`src/rtl/bcd_pkg.sv`:
```
// Shared widths and digit helpers for the multi-digit modulo counter.
package bcd_pkg;

    localparam int unsigned DIGIT_W = 4;

    function automatic logic [DIGIT_W-1:0] digit_max(input int unsigned modulus);
        return DIGIT_W'(modulus - 1);
    endfunction

    // Out-of-range digit values saturate to the largest legal digit.
    function automatic logic [DIGIT_W-1:0] clamp_digit(input logic [DIGIT_W-1:0] value,
                                                       input int unsigned modulus);
        if (32'(value) >= modulus) begin
            return digit_max(modulus);
        end
        return value;
    endfunction

endpackage

```
`src/rtl/bcd_digit.sv`:
```
// One modulo-MODULUS digit: register, load clamp and up/down wrap.
module bcd_digit
    import bcd_pkg::*;
#(
    parameter int unsigned MODULUS = 10
) (
    input  logic               clk,
    input  logic               rst,
    input  logic               load,
    input  logic [DIGIT_W-1:0] ld_val,
    input  logic               step,
    input  logic               up,
    output logic [DIGIT_W-1:0] q,
    output logic               at_max,
    output logic               at_min
);

    localparam logic [DIGIT_W-1:0] MAX = digit_max(MODULUS);

    always_comb begin
        at_max = (q == MAX);
        at_min = (q == '0);
    end

    always_ff @(posedge clk) begin
        if (rst) begin
            q <= '0;
        end else if (load) begin
            q <= clamp_digit(ld_val, MODULUS);
        end else if (step) begin
            if (up) begin
                q <= at_max ? '0 : q + DIGIT_W'(1);
            end else begin
                q <= at_min ? MAX : q - DIGIT_W'(1);
            end
        end
    end

endmodule

```
`src/rtl/bcd_updown_counter.sv`:
```
// Cascaded up/down modulo counter with load, wrap/saturate, tc and ovf.
module bcd_updown_counter
    import bcd_pkg::*;
#(
    parameter int unsigned DIGITS   = 2,
    parameter int unsigned MODULUS  = 10,
    parameter int unsigned SATURATE = 0
) (
    input  logic                       clk,
    input  logic                       rst,
    input  logic                       en,
    input  logic                       up,
    input  logic                       load,
    input  logic [DIGIT_W*DIGITS-1:0]  load_val,
    output logic [DIGIT_W*DIGITS-1:0]  count,
    output logic                       tc,
    output logic                       ovf
);

    logic [DIGITS-1:0] at_max;
    logic [DIGITS-1:0] at_min;
    logic [DIGITS-1:0] chain;
    logic [DIGITS-1:0] step;
    logic              all_max;
    logic              all_min;
    logic              terminal;
    logic              advance;

    // Prefix AND of the lower digits' end flags gives each digit's step enable.
    always_comb begin
        logic acc_up;
        logic acc_dn;
        acc_up = 1'b1;
        acc_dn = 1'b1;
        chain  = '0;
        for (int i = 0; i < int'(DIGITS); i++) begin
            chain[i] = up ? acc_up : acc_dn;
            acc_up   = acc_up & at_max[i];
            acc_dn   = acc_dn & at_min[i];
        end
        all_max  = acc_up;
        all_min  = acc_dn;
        terminal = up ? all_max : all_min;
        advance  = en && !load && !((SATURATE != 0) && terminal);
        step     = chain & {DIGITS{advance}};
        tc       = !rst && en && terminal;
    end

    for (genvar g = 0; g < int'(DIGITS); g++) begin : g_digit
        bcd_digit #(
            .MODULUS (MODULUS)
        ) u_digit (
            .clk    (clk),
            .rst    (rst),
            .load   (load),
            .ld_val (load_val[g*DIGIT_W +: DIGIT_W]),
            .step   (step[g]),
            .up     (up),
            .q      (count[g*DIGIT_W +: DIGIT_W]),
            .at_max (at_max[g]),
            .at_min (at_min[g])
        );
    end

    always_ff @(posedge clk) begin
        if (rst) begin
            ovf <= 1'b0;
        end else begin
            ovf <= en && !load && terminal && (SATURATE == 0);
        end
    end

endmodule
```
`config.mk`:
```
export PLATFORM = sky130hd
export DESIGN_NAME = bcd_updown_counter
export DESIGN_NICKNAME = d
export VERILOG_FILES = /design/src/rtl/bcd_pkg.sv /design/src/rtl/bcd_digit.sv /design/src/rtl/bcd_updown_counter.sv
export SDC_FILE = /design/constraint.sdc
export NUM_CORES = 1
export LEC_CHECK = 0
export CORE_MARGIN = 1.5
export CORE_UTILIZATION = 45
export CTS_CLUSTER_DIAMETER = 60
export DETAILED_ROUTE_END_ITERATION = 12
export PLACE_DENSITY = 0.78
export SYNTH_ARGS = -nofsm -noshare
export SYNTH_HDL_FRONTEND = slang
export SYNTH_HIERARCHICAL = 1
export SYNTH_SLANG_ARGS = --single-unit
```
`constraint.sdc`:
```
create_clock -name clk -period 2.09 [get_ports clk]
set_clock_uncertainty 0.1 [all_clocks]
set_input_delay 0.418 -clock clk [delete_from_list [all_inputs] [get_ports clk]]
set_output_delay 0.418 -clock clk [all_outputs]
set_load 0.02 [all_outputs]
```
==> results of run 1 <==
[timing repair]
item,CTS,global route
pin swaps,0,1
gates resized for setup,4,5
setup endpoints to repair,1,1
endpoints found under the hold margin,0,0
[worst max-delay path, stage by stage, from the launching register on]
cell	delay, ns
sky130_fd_sc_hd__dfxtp_1	0.42
sky130_fd_sc_hd__buf_4	0.19
sky130_fd_sc_hd__clkdlybuf4s50_1	0.61
[worst min-delay path by stage]
stage	startpoint	to	slack, ns	cells after the start
2_1_floorplan	rst	g_digit[0].u_digit/q[2]$_SDFFE_PP0P_	0.38	1
3_3_place_gp	g_digit[1].u_digit/q[2]$_SDFFE_PP0P_	ovf$_SDFF_PP0_	0.50	3
3_5_place_dp	g_digit[1].u_digit/q[2]$_SDFFE_PP0P_	ovf$_SDFF_PP0_	0.52	3
4_1_cts	g_digit[1].u_digit/q[2]$_SDFFE_PP0P_	ovf$_SDFF_PP0_	0.53	3
5_1_grt	g_digit[1].u_digit/q[3]$_SDFFE_PP0P_	g_digit[1].u_digit/q[3]$_SDFFE_PP0P_	0.61	3
6_report	g_digit[1].u_digit/q[3]$_SDFFE_PP0P_	ovf$_SDFF_PP0_	0.56	4
[area by class of cell]
cell class,instances,area (µm²),share of cell area
Clock buffer,4,26.28,0.02459
Inverter,7,26.28,0.02459
Multi-Input combinational cell,67,494.2,0.4625
Sequential cell,9,181.4,0.1698
Tap cell,16,20.02,0.01874
Timing Repair Buffer,36,320.3,0.2998
[cell usage after synthesis, types with 3 or more instances]
| library cell | instances | area share |
|---|---|---|
| sky130_fd_sc_hd__dfxtp_1 | 9 | 0.25 |
| sky130_fd_sc_hd__inv_1 | 7 | 0.036 |
| sky130_fd_sc_hd__nand2_1 | 6 | 0.031 |
| sky130_fd_sc_hd__xor2_1 | 6 | 0.072 |
| sky130_fd_sc_hd__nor2_1 | 5 | 0.026 |
| sky130_fd_sc_hd__a31oi_1 | 4 | 0.034 |
| sky130_fd_sc_hd__buf_6 | 4 | 0.062 |
| sky130_fd_sc_hd__nor4_1 | 4 | 0.034 |
| sky130_fd_sc_hd__o31a_1 | 4 | 0.048 |
| sky130_fd_sc_hd__a21oi_1 | 3 | 0.021 |
| sky130_fd_sc_hd__nand2b_1 | 3 | 0.026 |
[metal layers]
metal	part of all wire	wire length [µm]	global-route usage	up-vias
met3	0.057	112	0.06809	9
met1	0.43	855	0.2831	371
met4	0.034	67	0.1576	0
met5	0	0	0	-
met2	0.48	946	0.3493	33
li1	-	-	-	403
[logic make-up after synthesis]
logic type	synth area share
AO/OA/AOI/OAI	0.3053
AND/OR/NAND/NOR	0.2504
buffers and inverters	0.1115
flip-flops	0.2470
XOR/XNOR	0.07204
multiplexers	0.01372
[power by group]
group	switching [mW]	total [mW]	leakage [nW]	internal, mW
clock	0.0673	0.141	0.0150	0.0740
combinational	0.0935	0.193	0.360	0.0995
sequential	0.0147	0.198	0.0745	0.183
total	0.176	0.532	0.449	0.356
[sequential cells by signal, indices dropped and copies added, names as in the netlist]
| name | flops |
|---|---|
| g_digit.u_digit/q | 8 |
| ovf | 1 |
==> run summary, run 1 <==
The flow ran to the end, and the final reports show no timing, DRC or antenna violations. Across all hold checks on the routed design, the worst slack comes to between 0.5 and 0.6 ns. Dividing the detail-routed via count by the number of cells gives slightly below 6. The highest net fanout along the worst path came out at 7. TritonCTS created 3 clock buffers. The count of standard-cell rows came out at 14. The slew at the pin closest to its max-slew limit came out at about 0.34 ns. The count of vias placed by the detailed router came out at 816.

The final non-filler cell total is roughly 140. Yosys printed 6 warnings. The initial antenna violation count came to 0. The count of nets after finishing is 137.

The number of global-route vias before repair is between 700 and 800. The number of failing hold endpoints at the final stage is 0. The flop and latch count out of synthesis is 9. For this run, the share of the core covered by cells in the final layout is 0.7093.

The minimum setup slack after placement came out at -0.2998 ns. The fraction of registers with async set/reset is 0. The worst setup slack after layout is around 0.08 ns. The setup slack of the most critical reg-to-reg path is approximately 0.38 ns.

The top-level port count is 23. The port buffer count is 22. Setup repair after global routing left no endpoint under its margin. For this configuration, the core starts out at a cell density of 0.4842. The post-route DRC violation count came out at 0. The register clock-pin slew on the reported worst setup and hold paths is roughly 0.060 ns. Counting every sink on the clock net gives 9. The average cell area after synthesis is slightly above 8 µm². The capture point of the worst path is count[2]. The filler cell count in the final layout came out at 131. Leaving out fill and tap cells, the most frequent cells in the layout are 21 x sky130_fd_sc_hd__clkdlybuf4s50_1, 14 x sky130_fd_sc_hd__buf_4, 8 x sky130_fd_sc_hd__dfxtp_1. The average wire length per cell after detail routing came out at 14.25 µm. The buffer count from post-CTS setup fixing came out at 0. Measured against its own limit, the worst slew margin works out to 0.7704. The clock tree buffer depth is 2. The H-tree depth reported by CTS came out at 1. The count of inserted antenna diode cells came out at 0. The first global-routing pass estimated 3215 µm of wire. The critical path launch point type is a flip-flop. The share of synthesized area occupied by flip-flops and latches is 0.2470. STA classifies the critical path endpoint as a primary output. The initial DRC count is 12. The CTS tree is done. The most critical setup path has its startpoint at g_digit[0].u_digit/q[2]$_SDFFE_PP0P_. In the synthesized netlist the dominant register cell turns out to be sky130_fd_sc_hd__dfxtp_1. Across every metal layer, demand over resource in global routing totals 0.2330. The summed negative setup slack over all endpoints is 0 ns. The global placement routability congestion came out at a little under 0.9. The number of buffers inserted by hold repair at cts came out at 0.

The arrival time of the worst setup path came out at ~1.5 ns. Detailed placement finished with a half-perimeter wire length of 1410 µm. The leading cell type in the layout, fill and taps excluded is sky130_fd_sc_hd__clkdlybuf4s50_1. The worst IR drop on VDD came out at roughly 0.33 mV. The endpoint of the worst-slack reg-to-reg timing path is g_digit[1].u_digit/q[2]$_SDFFE_PP0P_. The wire length after detailed routing came out at between 1500 and 2000 µm. Counting distinct cell types in the post-synthesis netlist gives 30. In this run the critical register-to-register path is launched from g_digit[0].u_digit/q[1]$_SDFFE_PP0P_. The number of nets with antenna violations after routing is 0.

The floorplan die width is approximately 43 µm. The cell count after synthesis came out at between 80 and 90. The die outline area came out at 1871 µm². The number of maximum-capacitance constraint violations came out at 0. The cell leakage power came out at roughly 0.45 nW. Dividing total power by cell area gives a power density of 497.8 nW/µm². The timing-limited maximum frequency came out at around 0.50 GHz.

The class of the tightest hold or removal check is flip-flop to flip-flop. The synthesized area came out at roughly 730 µm². For the worst setup path, the data required time is 1.57 ns.

The kind of critical path is flip-flop to primary output. The clock period could shrink to roughly 2.0 ns. Once placement completed, the tool counted placed cells totaling 135. The final period utilization is 0.9622. The summed area of non-filler cells in the final layout came out at 1069 µm². The die span in y came out at around 43 µm.

The worst-skew pair later-pin latency came out at 0.27 ns. Setup violations remaining at the end of the flow were counted as 0. The depth of the most critical reg-to-reg path came out at 7.

The share of cells above drive strength 1 came out at 0.2276. The synthesized design contains 0 enable-type register cells. The total grt overflow came out at 0. In this run the cell area measured after placement is between 1000 and 1500 µm². The pin count of the biggest net entering global routing came out at 15. The buffer cell driving the clock tree root is sky130_fd_sc_hd__clkbuf_4. The final count of pins violating max slew came out at 0. The synthesized net count came out at 102. The area overhead of the layout relative to synthesis came out at 46.48%. The final total power came out at 531.9 µW.

The core area came out at ~1500 µm². The length of the first detailed-routing pass in iterations came out at 4.
(Power assumes the default switching activity.)
==> run 2, diff against run 1 <==
--- a/config.mk
+++ b/config.mk
@@ -5,11 +5,11 @@
 export SDC_FILE = /design/constraint.sdc
 export NUM_CORES = 1
 export LEC_CHECK = 0
-export CORE_MARGIN = 1.5
 export CORE_UTILIZATION = 45
 export CTS_CLUSTER_DIAMETER = 60
 export DETAILED_ROUTE_END_ITERATION = 12
 export PLACE_DENSITY = 0.78
+export SKIP_CTS_REPAIR_TIMING = 1
 export SYNTH_ARGS = -nofsm -noshare
 export SYNTH_HDL_FRONTEND = slang
 export SYNTH_HIERARCHICAL = 1
==> run summary, run 2 (synthesized netlist as in run 1, its figures left out) <==
The flip-flop count of the largest register after layout is 8. The slew at the pin closest to its max-slew limit is about 0.35 ns. The net switching power of the design is ~170 µW. The number of nets with antenna violations after routing is 0. The number of buffers created by CTS is 3. The effective utilization at floorplan is 0.4842.

The internal power component came out at between 300 and 400 µW. The count of buffers added on input and output ports is 22. The register clock-pin slew on the reported worst setup and hold paths came out at around 0.070 ns.

Summed over all layers, the routed wires come to approximately 1900 µm. The signal on the critical path passes through buf_4 > clkdlybuf4s50_1. The sum of routed wire segments on met1 came out at about 860 µm. The die span in y came out at ~42 µm. The post-route DRC violation count came out at 0.

The clock passes through at most 2 buffers. The clock period minus worst slack came out at between 2 and 2.5 ns. CTS built an H-tree with a depth of 1. The detailed router used layers up to and including met4. Leaving out fill and tap cells, the most frequent cells in the layout are 21 x sky130_fd_sc_hd__clkdlybuf4s50_1, 13 x sky130_fd_sc_hd__buf_4, 9 x sky130_fd_sc_hd__dfxtp_1. The number of clock sinks came out at 9. In this run the most critical hold path is launched from g_digit[1].u_digit/q[2]$_SDFFE_PP0P_. The depth of the most critical reg-to-reg path came out at 8.

The count of vias placed by the detailed router is 804. The worst hold path cell count is 3. Measured against its own limit, the worst slew margin works out to 0.7637. The worst-case IR drop observed on VDD is a little over 0.4 mV. The final hold slack came out at approximately 0.53 ns. For the final routed database, the setup TNS stands at 0 ns. The arrival time of the worst setup path is 1.50 ns. The cell leakage power came out at roughly 0.44 nW.

The launching point of the worst reg2reg path is g_digit[0].u_digit/q[0]$_SDFFE_PP0P_. The timing-limited maximum frequency came out at slightly below 0.5 GHz. The die outline area came out at 1786 µm². On the critical path, the stage with the largest delay is an instance of sky130_fd_sc_hd__clkdlybuf4s50_1.

The top-level port count came out at 23. The leading cell type in the layout, fill and taps excluded is sky130_fd_sc_hd__clkdlybuf4s50_1. The area overhead of the layout relative to synthesis is 44.60%. The number of global-route vias before repair is approximately 750. The final count of pins violating max slew came out at 0. The worst-skew pair later-pin latency came out at ~0.26 ns. The length of the first detailed-routing pass in iterations is 4.

Setup violations remaining at the end of the flow were counted as 0. The share of total power dissipated in sequential elements is 0.370. The CTS tree is done.

The capture endpoint of the worst hold path is ovf$_SDFF_PP0_. Dividing total power by cell area gives a power density of just under 500 nW/µm². g_digit.u_digit/q holds more flip-flops than any other register. The root buffer cell chosen for the clock tree is sky130_fd_sc_hd__clkbuf_4. The half-perimeter wire length after placement came out at ~1400 µm. The number of maximum-capacitance constraint violations is 0. The setup slack of the most critical reg-to-reg path is between 0.2 and 0.3 ns. The endpoint identified for the worst register-to-register timing path is g_digit[1].u_digit/q[2]$_SDFFE_PP0P_. Entering global routing, the biggest net connects 15 pins.

STA puts the critical path data required time at 1.57 ns. The portion of total power attributed to the clock network is 0.266. The delay of the slowest critical-path stage is slightly above 0.6 ns. STA classifies the critical path endpoint as a primary output. The initial antenna violation count was 0. The initial DRC count is 23. Across every metal layer, demand over resource in global routing totals 0.2269. The number of vias per cell came out at a little under 6. Power comes to 524.5 µW. Of all nets on the critical path, the largest fanout is 8.

The min-delay analysis places its worst path in the category flip-flop to flip-flop. Routability-driven placement finished with a final weighted congestion of between 0.8 and 0.9. The wire length on met2 is roughly 910 µm. The total grt overflow is 0. The worst setup path is launched from a flip-flop. The kind of critical path is flip-flop to primary output. The number of failing hold endpoints at the final stage came to 0. The floorplan die width is 42.26 µm. The average wire length per cell after detail routing came out at 13.64 µm.

The share of cells above drive strength 1 came out at 0.2131. In the final layout, the registers with the most flip-flops are g_digit.u_digit/q x8, ovf x1. The total length of routed met3 wires is 64 µm. The final period utilization is 0.9676.

The flow ran to the end, and the final reports show no timing, DRC or antenna violations. The proportion of total power due to net switching is 0.3334. The count of standard-cell rows is 14. Of the total power, combinational logic draws 0.363. The core area came out at around 1500 µm².

The first-pass GRT wire length is 3139 µm. The final non-filler cell total came out at approximately 140. The number of placed cells counting well taps came out at between 100 and 150. The count of nets after finishing is around 140. The count of inserted antenna diode cells is 0.
run 2: cell types whose count changed in the layout (fill, tap and decap cells not counted), sizes merged:
cell	change
buf	-2
clkinv	+1
run 2: critical path: cells and delay by family, from the launching register on:
kind,cells,cell delay [ns]
flip-flops,1,0.41
buffers and inverters,2,0.83
run 2: per-layer routing:
layer / up-vias / track usage
li1: 401 / -
met1: 377 / 0.2971
met2: 22 / 0.3569
met3: 4 / 0.06034
met4: 0 / 0.08125
met5: - / 0
run 2: worst max path at each step:
stage / slack, ns / to / cells after the start / from
after floorplan: 0.16 / g_digit[1].u_digit/q[1]$_SDFFE_PP0P_ / 7 / g_digit[0].u_digit/q[1]$_SDFFE_PP0P_
final: 0.07 / count[0] / 2 / g_digit[0].u_digit/q[0]$_SDFFE_PP0P_
after detailed placement: -0.31 / tc / 4 / up
after global routing: -0.005 / tc / 5 / g_digit[0].u_digit/q[0]$_SDFFE_PP0P_
after CTS: -0.34 / tc / 4 / g_digit[0].u_digit/q[1]$_SDFFE_PP0P_
after global placement: -0.28 / tc / 4 / up
run 2: area by class of cell:
| cell class | instances | area (µm²) |
|---|---|---|
| clock buffer | 3 | 22.52 |
| clock inverter | 1 | 5.005 |
| fill | 119 | 451.7 |
| inverter | 7 | 26.28 |
| multi-input combinational | 67 | 488.0 |
| sequential | 9 | 180.2 |
| tap | 16 | 20.02 |
| timing repair buffer | 35 | 312.8 |
run 2: power groups by stage:
stage	sequential (mW)	combinational, mW	clock [mW]
after floorplan	0.209	0.0916	0
after global placement	0.194	0.181	0
after detailed placement	0.194	0.185	0
after CTS	0.190	0.186	0.143
after global routing	0.196	0.207	0.153
final	0.194	0.191	0.140
run 2: per-stage QoR:
step	util	worst slack, ns	instance area, µm²
2_1_floorplan	-	0.1552	729.5
5_1_grt	0.7002	-0.004778	1055
3_5_place_dp	0.6719	-0.3077	1012
4_1_cts	0.6902	-0.3400	1040
3_3_place_gp	0.6719	-0.2823	1012
6_report	0.7002	0.06771	1055
